File: src/rtl/ps2_rx_frame.sv
// ps2_rx_frame: PS/2 device-to-host frame receiver with input synchronizers,
// clock glitch filter, odd-parity/stop checking and an inter-bit timeout.  Rev 1.0
`default_nettype none

module ps2_rx_frame #(
  parameter int unsigned FILTER_LEN = 8,
  parameter int unsigned TIMEOUT    = 50000
) (
  input  logic       clk,
  input  logic       i_sclr,
  input  logic       i_ps2_clk,
  input  logic       i_ps2_dat,
  output logic [7:0] o_data,
  output logic       o_valid,
  output logic       o_err,
  output logic       o_busy
);

  localparam int unsigned TW = 20;

  typedef enum logic [1:0] {
    IDLE   = 2'd0,
    DATA   = 2'd1,
    PARITY = 2'd2,
    STOP   = 2'd3
  } state_t;

  logic          clk_s1_q, clk_s1_d, clk_s2_q, clk_s2_d;
  logic          dat_s1_q, dat_s1_d, dat_s2_q, dat_s2_d;
  logic          fclk_q, fclk_d;
  logic [7:0]    fcnt_q, fcnt_d;
  state_t        state_q, state_d;
  logic [2:0]    bcnt_q, bcnt_d;
  logic [7:0]    sr_q, sr_d;
  logic          par_q, par_d;
  logic [TW-1:0] tcnt_q, tcnt_d;
  logic [7:0]    data_q, data_d;
  logic          valid_q, valid_d;
  logic          err_q, err_d;
  logic          busy_q, busy_d;
  logic          bit_event;
  logic          bit_val;
  logic          expire;

  always_comb begin
    clk_s1_d = i_ps2_clk;
    clk_s2_d = clk_s1_q;
    dat_s1_d = i_ps2_dat;
    dat_s2_d = dat_s1_q;

    // Filtered clock follows only a run of FILTER_LEN disagreeing samples.
    fclk_d = fclk_q;
    fcnt_d = 8'd0;
    if (clk_s2_q != fclk_q) begin
      if (fcnt_q == 8'(FILTER_LEN - 1)) begin
        fclk_d = clk_s2_q;
      end else begin
        fcnt_d = fcnt_q + 8'd1;
      end
    end
  end

  assign bit_event = fclk_q & ~fclk_d;
  assign bit_val   = dat_s2_q;
  // A simultaneous bit event always beats the timeout.
  assign expire    = (state_q != IDLE) && !bit_event && (tcnt_q == TW'(TIMEOUT));

  always_comb begin
    state_d = state_q;
    bcnt_d  = bcnt_q;
    sr_d    = sr_q;
    par_d   = par_q;
    data_d  = data_q;
    valid_d = 1'b0;
    err_d   = 1'b0;
    tcnt_d  = (state_q == IDLE || bit_event) ? '0 : tcnt_q + 1'b1;

    if (expire) begin
      state_d = IDLE;
      err_d   = 1'b1;
    end else if (bit_event) begin
      unique case (state_q)
        IDLE: begin
          if (!bit_val) begin
            state_d = DATA;
            bcnt_d  = 3'd0;
          end
        end
        DATA: begin
          sr_d   = {bit_val, sr_q[7:1]};
          bcnt_d = bcnt_q + 3'd1;
          if (bcnt_q == 3'd7) state_d = PARITY;
        end
        PARITY: begin
          par_d   = bit_val;
          state_d = STOP;
        end
        STOP: begin
          state_d = IDLE;
          if (bit_val && ((^sr_q) ^ par_q)) begin
            data_d  = sr_q;
            valid_d = 1'b1;
          end else begin
            err_d = 1'b1;
          end
        end
        default: state_d = IDLE;
      endcase
    end

    busy_d = (state_d != IDLE);
  end

  always_ff @(posedge clk) begin
    if (i_sclr) begin
      clk_s1_q <= 1'b1;
      clk_s2_q <= 1'b1;
      dat_s1_q <= 1'b1;
      dat_s2_q <= 1'b1;
      fclk_q   <= 1'b1;
      fcnt_q   <= 8'd0;
      state_q  <= IDLE;
      bcnt_q   <= 3'd0;
      sr_q     <= 8'd0;
      par_q    <= 1'b0;
      tcnt_q   <= '0;
      data_q   <= 8'd0;
      valid_q  <= 1'b0;
      err_q    <= 1'b0;
      busy_q   <= 1'b0;
    end else begin
      clk_s1_q <= clk_s1_d;
      clk_s2_q <= clk_s2_d;
      dat_s1_q <= dat_s1_d;
      dat_s2_q <= dat_s2_d;
      fclk_q   <= fclk_d;
      fcnt_q   <= fcnt_d;
      state_q  <= state_d;
      bcnt_q   <= bcnt_d;
      sr_q     <= sr_d;
      par_q    <= par_d;
      tcnt_q   <= tcnt_d;
      data_q   <= data_d;
      valid_q  <= valid_d;
      err_q    <= err_d;
      busy_q   <= busy_d;
    end
  end

  assign o_data  = data_q;
  assign o_valid = valid_q;
  assign o_err   = err_q;
  assign o_busy  = busy_q;

endmodule

`default_nettype wire

File: config.mk
export PLATFORM = sky130hd
export DESIGN_NAME = ps2_rx_frame
export DESIGN_NICKNAME = d
export VERILOG_FILES = /design/src/rtl/ps2_rx_frame.sv
export SDC_FILE = /design/constraint.sdc
export NUM_CORES = 1
export LEC_CHECK = 0
export ABC_AREA = 1
export CORE_ASPECT_RATIO = 1.25
export CORE_MARGIN = 2
export CORE_UTILIZATION = 60
export CTS_CLUSTER_SIZE = 24
export DETAILED_ROUTE_END_ITERATION = 7
export PLACE_DENSITY = 0.8
export SYNTH_ARGS = -nofsm -noshare
export SYNTH_HDL_FRONTEND = slang
export SYNTH_SLANG_ARGS = --single-unit
export TNS_END_PERCENT = 1
File: constraint.sdc
create_clock -name clk -period 4.1 [get_ports clk]
set_input_delay 0.615 -clock clk [delete_from_list [all_inputs] [get_ports clk]]
set_output_delay 0.615 -clock clk [all_outputs]
set_load 0.01 [all_outputs]
==> flow_summary_export.csv <==
group,metric,value,unit
run_status,status,"complete, no violations",
clocking,root_buffer,"clkbuf_8",
power,power_density,334,nW/um^2
power,switchingPower,0.218,mW
yosys,ys_seq_elements,58,
grt,grt_pass1_vias,2178,
yosys,syn_area,2750,um^2
clocking,cts_max_path_buffers,2,
clocking,post_cts_buffers,0,
power,p_seq_frac,0.548,
final_layout,regArea,1160,um^2
final_layout,final_util,0.701,
floorplanning,die_h,79.7,um
worst_setup_path,critPathKind,"primary input to register",
grt,grt_pass1_wl,9.18,mm
floorplanning,start_util,0.622,
yosys,syn_nets,382,
grt,grt.overflow.total,0,
power,irDropWorstVdd,257,uV
routing,highest_layer,"met4",
sta,period_needed,1.85,ns
yosys,synth.avg_cell_area,7.38,um^2
worst_setup_path,crit_arrival,2.11,ns
grt,gr-usage-all-layers,0.233,
floorplanning,rows,27,
yosys,yosys.cell_types.count,35,
yosys,ys_seq_area_frac,0.422,
routing,totalWireLength,5.33,mm
yosys,async_flop_share,0,
placement,dp_hpwl,3.87,mm
clocking,clkTransAtPathRegs,0.06,ns
power,comb_power_share,0.013,
sta,rsz0062_at_grt,"no",
clocking,hold_buffers,0,
floorplanning,die-area,5150,um^2
sta,drv_slew,0,
sta,max_freq,540,MHz
yosys,netlist_instances,373,
final_layout,diodes,0,
routing,vias,2381,
min_path,min_from,"dat_s1_q",
final_layout,drive_gt1_frac,0.104,
worst_setup_path,worstPathRequired,4.36,ns
placement,port_buffers,14,
worst_setup_path,r2r_setup_slack,2.27,ns
floorplanning,core,4430,um^2
clocking,tritoncts,"yes",
worst_setup_path,worstSetupEndpointType,"register",
clocking,cts_num_sinks,58,
routing,dr.pass1.iters,5,
min_path,hold_depth,1,
routing,wl_met2,2.76,mm
sta,finalSetupViolCount,0,
placement,pre_cts_ws,1.92,ns
final_layout,syn2layout_area_growth,12.7,%
worst_setup_path,r2r_start,"fcnt_q[0]",
sta,fin_tns_setup,0,ns
yosys,synth_warnings,0,
routing,wl_per_cell,11.7,um
sta,min_period_over_period,0.452,
clocking,clk_latency,0.33,ns
min_path,hp-class,"register to register",
sta,max-slew-margin-rel,0.629,
worst_setup_path,worst-r2r-cell-count,9,
final_layout,fillers,365,
worst_setup_path,cp-start-kind,"primary input",
clocking,htree_levels,3,
sta,worstMarginPinSlew,0.553,ns
clocking,cts_buffers,9,
final_layout,multi_input_area,1380,um^2
power,power.internal,0.817,mW
routing,m1WireLength,2.28,mm
grt,grt_antenna_before_repair,0,
floorplanning,die_w,64.6,um
sta,holdWs,0.410,ns
floorplanning,io_pins,15,
power,clkPwrFrac,0.438,
power,leakage,1.26,nW
power,total_power,1.03,mW
routing,drt-initial-drc-count,176,
sta,fin_ws,2.25,ns
grt,grt_max_degree,21,
placement,gp_congestion,0.807,
clocking,post_cts_resized,0,
worst_setup_path,worstReg2RegEnd,"tcnt_q[14]",
sta,hold_viol_final,0,
min_path,hold_end,"bit_val",
run,max-cap-violations,0,
sta,fin_worst_skew,0.00507,ns
final_layout,nets,401,
power,swShare,0.211,
routing,met3_length,166,um
routing,ant_nets,0,
routing,via_per_inst,5.24,
worst_setup_path,cp_max_fo,20,
yosys,synth_edf_count,0,
routing,drc,0,
yosys,ys.flop_type,"dfxtp_1",
[cell type report]
cell class                 instances  share of cell area
tap                               58              0.0234
clock buffer                      12              0.0500
clock inverter                     3             0.00484
sequential                        58               0.374
inverter                          48              0.0589
multi-input combinational        261               0.443
timing repair buffer              14              0.0452
[power by group through the flow]
| stage | Combinational, mW | Sequential (mW) | Clock, mW |
|---|---|---|---|
| 6_report | 0.0137 | 0.568 | 0.454 |
| 5_1_grt | 0.0155 | 0.567 | 0.494 |
| 4_1_cts | 0.0137 | 0.567 | 0.464 |
| 3_5_place_dp | 0.0137 | 0.580 | 0 |
| 3_3_place_gp | 0.0136 | 0.580 | 0 |
| 2_1_floorplan | 0.00990 | 0.579 | 0 |
[flip-flops by register name, summed over array words and instances, names as in the netlist, 2 cells and up]
signal,flops
tcnt_q,20
fcnt_q,8
o_data,8
sr_q,8
bcnt_q,3
state_q,2
[metal layers]
layer | global-route usage | vias to the layer above
li1 | - | 1247
met1 | 0.254 | 1083
met2 | 0.416 | 40
met3 | 0.0719 | 11
met4 | 0.0957 | 0
met5 | 0 | -
[cell families after synthesis]
logic type / count (synthesis) / synth area share
AND/OR/NAND/NOR: 200 / 0.364
AO/OA/AOI/OAI: 51 / 0.0973
flip-flops: 58 / 0.422
adder cells (fa/ha/maj): 5 / 0.0227
buffers and inverters: 54 / 0.0782
XOR/XNOR: 5 / 0.0159
[worst max-delay path by stage]
stage / startpoint / cells past startpoint / slack, ns / end
floorplan: fcnt_q[0] / 8 / 2.57 / o_valid
global placement: i_sclr / 3 / 2.00 / o_valid
detailed placement: i_sclr / 4 / 1.92 / o_busy
CTS: fcnt_q[0] / 9 / 2.26 / tcnt_q[14]
global route: i_sclr / 4 / 2.07 / sr_q[7]
finish: i_sclr / 4 / 2.25 / o_busy
[cells in the mapped netlist (all sizes together) (2+ instances only)]
library cell	instances	share of area
ha	5	0.023
nand3	18	0.042
a21oi	27	0.049
nor2	60	0.10
and3	2	0.0045
buf	3	0.0077
nor3	10	0.024
o21a	2	0.0055
or2	8	0.018
inv	48	0.066
nand4	15	0.040
dfxtp	58	0.42
xnor2	2	0.0064
nand2	77	0.11
xor2	3	0.0096
clkbuf	3	0.0041
nor3b	5	0.014
o21ai	19	0.035
nor4	5	0.011
[per-stage QoR]
| stage | instance area (um^2) | cells |
|---|---|---|
| 6_report | 3100 | 454 |
| 3_5_place_dp | 2930 | 439 |
| 5_1_grt | 3100 | 454 |
| 2_1_floorplan | 2750 | 373 |
| 4_1_cts | 3100 | 454 |
| 3_3_place_gp | 2930 | 439 |
[worst max-delay path, cell delays in order]
cell and delay, ns:
clkdlybuf4s50_1 0.63, inv_1 0.52, nand2_1 0.18, a21oi_1 0.17
[cell usage in the layout (no fill, tap or decap), drive strengths merged, types with 5 or more instances in the layout]
| cell | n |
|---|---|
| dfxtp | 58 |
| ha | 5 |
| or2 | 8 |
| nor3 | 10 |
| nor2 | 60 |
| clkbuf | 12 |
| clkdlybuf4s50 | 14 |
| nor4 | 5 |
| nand4 | 15 |
| nand3 | 18 |
| o21ai | 19 |
| inv | 48 |
| nor3b | 5 |
| nand2 | 77 |
| a21oi | 27 |
Note: power is estimated with default switching activity, not from simulation.
